--- src/rtl/relu_requant_streamer.sv ---
// relu_requant_streamer
//   Requantizes 128-bit ReLU beats (four LANE_WIDTH-bit lanes) to bytes with a
//   runtime rounding right shift and saturation. It packs four beats into one
//   128-bit word and buffers words in a first-word-fall-through FIFO that feeds
//   a ready/valid stream carrying a frame-last marker.
//
//   Optional build macro RELU_REQUANT_SIGNED_EN:
//     defined   -> signed int8 output: arithmetic rounding shift, saturate to [-128, 127]
//     undefined -> unsigned output: x <= 0 gives 0, saturate to 255
//
// Ports:
//   clk, rst_n           clock, asynchronous active-low reset
//   shift_amt [4:0]      right shift, sampled with each accepted beat
//   in_valid, in_data    input beat strobe and four lanes (lane j = bits [32j+31:32j])
//   m_tvalid/m_tready    output handshake
//   m_tdata, m_tlast     head-of-FIFO word and its frame-last flag
//   frame_done           one-cycle pulse when a frame's last word is written or dropped
//   overflow             sticky drop flag; clear_ovf clears it (a new drop wins)
module relu_requant_streamer #(
   parameter int unsigned LANE_WIDTH  = 32,
   parameter int unsigned FIFO_DEPTH  = 16,
   parameter int unsigned FRAME_BEATS = 16384
) (
   input  logic                    clk,
   input  logic                    rst_n,
   input  logic [4:0]              shift_amt,
   input  logic                    in_valid,
   input  logic [4*LANE_WIDTH-1:0] in_data,
   output logic                    m_tvalid,
   input  logic                    m_tready,
   output logic [127:0]            m_tdata,
   output logic                    m_tlast,
   output logic                    frame_done,
   output logic                    overflow,
   input  logic                    clear_ovf
);

   localparam int unsigned FrameWords = FRAME_BEATS / 4;
   localparam int unsigned WcW        = (FrameWords > 1) ? $clog2(FrameWords) : 1;
   localparam int unsigned Aw         = $clog2(FIFO_DEPTH);
   localparam int unsigned Cw         = Aw + 1;

   localparam logic signed [LANE_WIDTH:0] One   = 1;
`ifdef RELU_REQUANT_SIGNED_EN
   localparam logic signed [LANE_WIDTH:0] SatHi = 127;
   localparam logic signed [LANE_WIDTH:0] SatLo = -128;
`else
   localparam logic signed [LANE_WIDTH:0] SatHi = 255;
`endif

   // One extra bit for the rounding add, so it cannot wrap.
   function automatic logic [7:0] quant(input logic [LANE_WIDTH-1:0] x, input logic [4:0] sh);
      logic signed [LANE_WIDTH:0] rnd;
      logic signed [LANE_WIDTH:0] sum;
      logic signed [LANE_WIDTH:0] r;
      rnd = (sh == 5'd0) ? '0 : (One <<< (sh - 5'd1));
`ifdef RELU_REQUANT_SIGNED_EN
      sum = $signed({x[LANE_WIDTH-1], x}) + rnd;
      r   = sum >>> sh;
      if (r > SatHi)      quant = 8'h7f;
      else if (r < SatLo) quant = 8'h80;
      else                quant = r[7:0];
`else
      sum = $signed({1'b0, x}) + rnd;
      r   = sum >>> sh;
      if (x[LANE_WIDTH-1] || (x == '0)) quant = 8'h00;
      else if (r > SatHi)               quant = 8'hff;
      else                              quant = r[7:0];
`endif
   endfunction

   // ---------------- stage 1: quantize ----------------
   logic [7:0] q_bytes [4];
   logic       s1_valid_q;
   logic [7:0] s1_bytes_q [4];

   always_comb begin
      for (int j = 0; j < 4; j++) begin
         q_bytes[j] = quant(in_data[j*LANE_WIDTH +: LANE_WIDTH], shift_amt);
      end
   end

   always_ff @(posedge clk or negedge rst_n) begin
      if (!rst_n) begin
         s1_valid_q <= 1'b0;
         for (int j = 0; j < 4; j++) s1_bytes_q[j] <= '0;
      end else begin
         s1_valid_q <= in_valid;
         if (in_valid) begin
            for (int j = 0; j < 4; j++) s1_bytes_q[j] <= q_bytes[j];
         end
      end
   end

   // ---------------- stage 2: pack ----------------
   logic [1:0]     k_q;
   logic [127:0]   pack_q;
   logic [127:0]   pack_d;
   logic           push_q;
   logic [127:0]   push_data_q;
   logic           push_last_q;
   logic [WcW-1:0] wcnt_q;
   logic           word_last;
   logic           word_done;

   always_comb begin
      pack_d = pack_q;
      for (int j = 0; j < 4; j++) begin
         pack_d[{k_q, j[1:0], 3'b000} +: 8] = s1_bytes_q[j];
      end
   end

   assign word_last = (wcnt_q == WcW'(FrameWords - 1));
   assign word_done = s1_valid_q && (k_q == 2'd3);

   always_ff @(posedge clk or negedge rst_n) begin
      if (!rst_n) begin
         k_q         <= '0;
         pack_q      <= '0;
         push_q      <= 1'b0;
         push_data_q <= '0;
         push_last_q <= 1'b0;
         wcnt_q      <= '0;
      end else begin
         push_q <= word_done;
         if (s1_valid_q) begin
            pack_q <= pack_d;
            k_q    <= k_q + 2'd1;
         end
         // Word counter advances even if the FIFO later drops the word,
         // keeping tlast aligned with frame boundaries.
         if (word_done) begin
            push_data_q <= pack_d;
            push_last_q <= word_last;
            wcnt_q      <= word_last ? '0 : wcnt_q + 1'b1;
         end
      end
   end

   // ---------------- FIFO (first-word-fall-through) ----------------
   logic [128:0]  mem_q [FIFO_DEPTH];
   logic [Aw-1:0] wr_ptr_q;
   logic [Aw-1:0] rd_ptr_q;
   logic [Cw-1:0] count_q;
   logic          full;
   logic          pop;
   logic          push_ok;
   logic          drop;
   logic          frame_done_q;
   logic          overflow_q;

   assign full    = (count_q == Cw'(FIFO_DEPTH));
   assign pop     = m_tvalid && m_tready;
   assign push_ok = push_q && (!full || pop);
   assign drop    = push_q && full && !pop;

   always_ff @(posedge clk or negedge rst_n) begin
      if (!rst_n) begin
         for (int i = 0; i < int'(FIFO_DEPTH); i++) mem_q[i] <= '0;
         wr_ptr_q     <= '0;
         rd_ptr_q     <= '0;
         count_q      <= '0;
         frame_done_q <= 1'b0;
         overflow_q   <= 1'b0;
      end else begin
         if (push_ok) begin
            mem_q[wr_ptr_q] <= {push_last_q, push_data_q};
            wr_ptr_q        <= wr_ptr_q + 1'b1;
         end
         if (pop) rd_ptr_q <= rd_ptr_q + 1'b1;
         if (push_ok && !pop)      count_q <= count_q + 1'b1;
         else if (!push_ok && pop) count_q <= count_q - 1'b1;
         frame_done_q <= push_q && push_last_q;
         if (drop)           overflow_q <= 1'b1;
         else if (clear_ovf) overflow_q <= 1'b0;
      end
   end

   assign m_tvalid   = (count_q != '0);
   assign m_tdata    = mem_q[rd_ptr_q][127:0];
   assign m_tlast    = m_tvalid && mem_q[rd_ptr_q][128];
   assign frame_done = frame_done_q;
   assign overflow   = overflow_q;

endmodule

--- config.mk ---
export PLATFORM = sky130hd
export DESIGN_NAME = relu_requant_streamer
export DESIGN_NICKNAME = d
export VERILOG_FILES = /design/src/rtl/relu_requant_streamer.sv
export SDC_FILE = /design/constraint.sdc
export NUM_CORES = 2
export LEC_CHECK = 0
export CORE_AREA = 2 2 908 458
export CTS_CLUSTER_DIAMETER = 50
export CTS_CLUSTER_SIZE = 40
export DETAILED_ROUTE_END_ITERATION = 6
export DIE_AREA = 0 0 910 460
export REMOVE_ABC_BUFFERS = 1
export SLEW_MARGIN = 20
export SYNTH_ARGS = -nofsm -noshare
export SYNTH_HDL_FRONTEND = slang
export SYNTH_SLANG_ARGS = --single-unit
--- constraint.sdc ---
create_clock -name clk -period 3.35 [get_ports clk]
set_input_delay 0.335 -clock clk [delete_from_list [all_inputs] [get_ports clk]]
set_output_delay 0.335 -clock clk [all_outputs]
set_load 0.01 [all_outputs]
---- Yosys cells after proc, flatten, opt, wreduce, memory -nomap -nowiden ----
Index checks and enable logic that the tools add are counted.
Widths: inputs -> output; s select.
cells by class
  order comparisons ....................... 7
  reductions and logical operators ........ 26
  bitwise logic cells ..................... 2
  multiplexer cells ....................... 24
  add/subtract/negate cells ............... 15
  shift-type cells ........................ 13
  equal/unequal tests ..................... 3
operators with widths
  kind                     count
  $bwmux 2064              1
  $bmux 129 s4             1
  $demux 129 s4            1
  $bwmux 128               4
  $shift 8x9->128 const A  4
  $shiftx 8x9->128         4
  $mux 129                 3
  $add 33x33->33           4
  $gt 33x9->1 const B      4
  $sshr 33x5->33           4
  $logic_not 32->1         4
  $mux 8                   8
  $neg 7->9                4
  $mux 33                  1
  $sshl 1x5->33 const A    1
  $add 12x1->12 const B    1
  $eq 12x12->1 const B     1
  $mux 12                  1
  $ge 5x5->1 const B       2
  $logic_and 1x1->1        10
  $mux 5                   2
  $not 4->5                2
  $sub 5x1->5 const B      2
  $add 4x1->4 const B      2
  other kinds (11)         19
word-level totals
  output and inout port bits .............. 132
  input port bits ......................... 138
  bits in registers ....................... 2384
  logic and storage cells ................. 122

---- Logic depth before layout (Yosys ltp) ----
  word-level depth ........................ 8
  mapped depth ............................ 29

---- Worst setup path before layout ----
No wires, ideal clock.
  path kind ............................... input-to-reg
  from .................................... input shift_amt[2]
  to ...................................... register s1_bytes_q[22] in the netlist's numbering
  path slack .............................. -3.614 ns
  setup time .............................. 0.157 ns
  arrival time ............................ 6.807 ns
  buffers on the path ..................... 9
  cell stages on the path ................. 28
  cell sequence ........................... buf_6 > buf_4 > inv_1 > clkbuf_1 > clkbuf_1 > clkbuf_1 > buf_1 > buf_1 > clkbuf_1 > nand3_1 > nor2_1 > ha_1 > clkbuf_1 > nand2_1 > or4_1 > a22oi_1 > a21o_1 > o22a_1 > mux2_2 > nor4_1 > o21ai_1 > o221ai_1 > a41o_1 > a41o_1 > o2111a_1 > a41oi_2 > o41ai_4 > o221ai_1
between the ends
  longest elaborated chain between the ends .. 8
  elaborated cells between the ends (all ways) .. 9
  those cells by class .................... add/sub: 2; order compare: 1; shift: 2; mux: 3; reduce/logical: 1
RTL lines
  item                RTL line  source
  start: declaration  26        input logic [4:0] shift_amt,
  $sub 5x1->5         56        rnd = (sh == 5'd0) ? '0 : (One <<< (sh - 5'd1));
  $sshl 1x5->33       56
  $mux 33             56
  $add 33x33->33      64        sum = $signed({1'b0, x}) + rnd;
  $sshr 33x5->33 (*)  65        r = sum >>> sh;
  $gt 33x9->1         67        else if (r > SatHi) quant = 8'hff;
  $mux 8 (*)          67
  $mux 8 (*)          66        if (x[LANE_WIDTH-1] || (x == '0)) quant = 8'h00;
  end: declaration    75        logic [7:0] s1_bytes_q [4];
Every way passes the cells marked *; elsewhere a longest branch is shown, timed or not.
A chain may end at the register's enable or synchronous reset.

---- Worst setup path after layout ----
  from .................................... input shift_amt[1]
  to ...................................... register s1_bytes_q[11] in the netlist's numbering
The elaborated chain is that of the path after synthesis.

==> metrics.md <==
| Metric | Value |
|---|---|
| Yosys reg bits | 2352 |
| Remaining DRCs | 0 |
| GR Util All Layers | 0.211 |
| Final setup margin | -1.11 ns |
| Hold Vio Cnt, Final | 0 |
| Syn Area/Cell | 13.2 um^2 |
| Multi-input gate area | 63700 um^2 |
| Layout cell share with drive strength beyond 1 | 0.520 |
| Die area | 419000 um^2 |
| Worst path required time | 4.06 ns |
| GP Congestion | 1.00 |
| Final setup vio count | 159 |
| First-pass iteration count of the detailed router | 6 |
| Fillers | 39198 |
| Slew HR | 0.283 |
| Detailed Route WL | 460000 um |
| Post-synth ARST share | 1.00 |
| Crit Path Max Fanout | 14 |
| Critical Path AT | 5.17 ns |
| Core Region | 411000 um^2 |
| Clock skew | 0.0646 ns |
| Met3 GRT Util | 0.0878 |
| GR Overflow Total | 0 |
| Fin nets | 11084 |
| Register area | 58900 um^2 |
| CTS tree | built |
| Met2 usage | 0.255 |
| Post-Syn Instances | 9323 |
| Hold Slack | 0.0450 ns |
| Row count | 167 |
| Pwr Density | 690 nW/um^2 |
| Ys Warns | 0 |
| Setup crit start kind | input port |
| Status | complete, but fails checks |
| Initial Utilization | 0.299 |
| Crit-path cells | buf_6 -> buf_6 -> buf_6 -> nand2_8 -> buf_6 -> nor2_1 -> buf_4 -> ha_1 -> and3_1 -> nand2_1 -> o21ai_2 -> mux2_2 -> a311oi_2 -> buf_4 -> mux2i_1 -> a222oi_1 -> buf_4 -> buf_6 -> buf_4 -> nand2_1 -> a311oi_2 -> a21oi_1 -> nand3_2 |
| Cell variety after synth | 131 |
| Clk pin slew, worst setup/hold paths | 0.13 ns |
| Max incr delay on CP | 0.65 ns |
| Minimum clock period | 4.46 ns |
| Seq/Total Area, Yosys | 0.479 |
| Unrepaired setup endpoints after global routing | yes |
| CTS Sinks | 2352 |
| Worst path slowest cell | a222oi_1 |
| Max frequency | 224 MHz |
| Initial antenna violation count | 18 |
| IO Count | 270 |
| Synth Flop Type | dfrtp_1 |
| Type of the worst setup path | input port to flip-flop |
| Root Buffer | clkbuf_16 |
| Crit share post-route | 1.33 |
| Vias per inst | 5.52 |
| Worst vdd ir | 0.000586 V |
| Failing checks | setup timing |
| Worst slew pin tran | 1.07 ns |
| Critical Path Most Common Cell | buf_6 |
| First-pass GRT wire length | 657000 um |
| PortBufs | 269 |
| Post-DRT Antenna Nets | 0 |
| Slew Limit Fails | 0 |
| DP HPWL | 339000 um |
| Syn Std Cell Area | 123000 um^2 |
| Via count | 90771 |
| Num CTS Buffers | 109 |
| HP Class | input port to asynchronous set/reset pin |
| Routed len/inst | 28.0 um |
| Static leakage | 71.7 nW |
| Die X | 910 um |
| Tot Pwr | 107 mW |
| Worst Setup End Kind | flip-flop |
| Initial DRC count | 10516 |
| Vias in the first global route | 87530 |
| Final core occ | 0.376 |
| Layout area overhead | 26.1% |
| Post-synth EDFFs | 0 |
| Max clock buf depth | 3 |
| Met1 usage in global routing | 0.349 |
| Die Y | 460 um |
| Largest net degree at the start of global routing | 161 |
| GR peak layer | met1 |
| CTS H-tree lvls | 3 |
| Clk_lat worst skew | 0.82 ns |
| Max-cap viol count | 0 |
stage by stage:
step,cells,area (um^2),worst slack [ns],setup TNS [ns]
detailed placement,15932,144000,-2.43,-71.36
CTS,16222,151000,-0.811,-97.26
global route,16430,155000,-1.07,-87.50
finish,16439,155000,-1.11,-73.22
global placement,15932,144000,-2.43,-68.26
floorplan,8457,119000,-18.38,-8019.02
final timing paths:
check	start	end	slack (ns)	cells past startpoint
setup / recovery	shift_amt[1]	s1_bytes_q[11]	-1.11	23
hold / removal	rst_n	mem_q[691]	0.04	2
setup reg to reg	count_q[0]	count_q[4]	0.38	11
hold reg to reg	count_q[4]	count_q[4]	0.49	1
max in group asynchronous	rst_n	mem_q[646]	1.99	4
min in group clk	clear_ovf	overflow	0.14	2
cells in the mapped netlist (15+ instances only):
| library cell | n | area (um^2) |
|---|---|---|
| o31ai_1 | 29 | 218 |
| a31oi_1 | 62 | 388 |
| a21o_1 | 54 | 405 |
| dfrtp_1 | 2352 | 58900 |
| o22ai_1 | 31 | 194 |
| a311oi_1 | 15 | 131 |
| nor4_1 | 68 | 425 |
| a21boi_0 | 17 | 128 |
| nor3_1 | 89 | 445 |
| a41oi_1 | 26 | 228 |
| a31o_2 | 19 | 166 |
| and2_1 | 46 | 288 |
| nor2_1 | 470 | 1760 |
| a21oi_1 | 246 | 1230 |
| nand4_1 | 58 | 363 |
| mux2i_1 | 121 | 1210 |
| maj3_1 | 15 | 150 |
| a211o_1 | 16 | 140 |
| nand4b_1 | 15 | 131 |
| ha_1 | 103 | 1290 |
| inv_1 | 75 | 282 |
| and3_1 | 35 | 219 |
| o2111ai_1 | 34 | 298 |
| a22o_1 | 133 | 1160 |
| xor2_1 | 49 | 429 |
| xnor2_1 | 115 | 1010 |
| or3_1 | 49 | 307 |
| o21ai_1 | 17 | 85.1 |
| a22oi_1 | 19 | 143 |
| or2_2 | 32 | 200 |
| nor2b_1 | 39 | 244 |
| o221ai_1 | 20 | 175 |
| buf_1 | 144 | 541 |
| clkbuf_1 | 675 | 2530 |
| mux4_2 | 655 | 14800 |
| o21ai_0 | 189 | 946 |
| buf_2 | 34 | 170 |
| nand2_1 | 300 | 1130 |
| nand3_1 | 103 | 515 |
| o211ai_1 | 65 | 488 |
| mux2_2 | 2107 | 23700 |
| a221oi_1 | 119 | 1040 |
| nand2b_1 | 28 | 175 |
| o21a_1 | 32 | 240 |
| a211oi_1 | 74 | 556 |
cell type report:
class	instances	share of cell area
Tap cell	5492	0.0444
Multi-Input combinational cell	6025	0.411
Sequential cell	2352	0.380
Clock inverter	87	0.00775
Clock buffer	119	0.0183
Antenna cell	10	0.000162
Inverter	80	0.00205
Timing Repair Buffer	2274	0.136
kinds of logic after synthesis:
| group | after synthesis | share of synthesized area |
|---|---|---|
| AOI/OAI and AO/OA | 1427 | 0.0861 |
| xor gates and xnor gates | 165 | 0.0119 |
| and+or+nand+nor | 1425 | 0.0573 |
| other | 1 | 0.0000305 |
| muxes | 2884 | 0.323 |
| buffers and inverters | 949 | 0.0301 |
| adders and majority gates | 120 | 0.0120 |
| DFF | 2352 | 0.479 |
power by group:
group / leakage (nW) / total, mW / switching, mW / internal, mW
clock: 1.93 / 17.7 / 10.7 / 6.96
combinational: 38.0 / 42.8 / 19.3 / 23.5
sequential: 31.8 / 46.4 / 8.99 / 37.4
total: 71.7 / 107 / 39.0 / 67.8
placed cells by master, fill, tap and decap left out, types with 68 or more instances in the layout:
cell	instances
dfrtp_1	2348
mux2_2	2101
buf_4	1668
mux4_2	655
nor2_1	441
nand2_1	282
a21oi_1	202
buf_12	187
o21ai_0	153
buf_6	145
clkdlybuf4s50_1	133
a22o_1	131
clkbuf_16	128
a221oi_1	105
mux2i_1	102
xnor2_1	100
nand3_1	76
ha_1	72
inv_1	68
routing by layer:
layer | vias to the layer above | share of wire
met3 | 276 | 0.13
met5 | - | 0.00045
met4 | 6 | 0.0096
met1 | 48323 | 0.50
met2 | 3706 | 0.36
li1 | 38460 | -
critical path: cells and delay by family:
family / cells / cell delay (ns)
buf+inv: 9 / 1.50
simple gates: 6 / 0.82
compound gates: 5 / 1.66
fa+ha+maj: 1 / 0.36
mux: 2 / 0.46
flip-flops by register name, summed over array words and instances (netlist names), 2 cells and up:
signal	cells
count_q	5
k_q	2
mem_q	2064
pack_q	96
push_data_q	128
rd_ptr_q	4
s1_bytes_q	32
wcnt_q	12
wr_ptr_q	4
what timing repair did:
action                                  in CTS  in global routing
gates resized for setup                    532                779
gates cloned                                 0                 20
endpoints found under the setup margin     161                161
hold buffers                                 1                  0
setup buffers                               86                195
pin swaps                                  144                105
endpoints found under the hold margin      708                  0
Power figures use the tool's default switching activity.
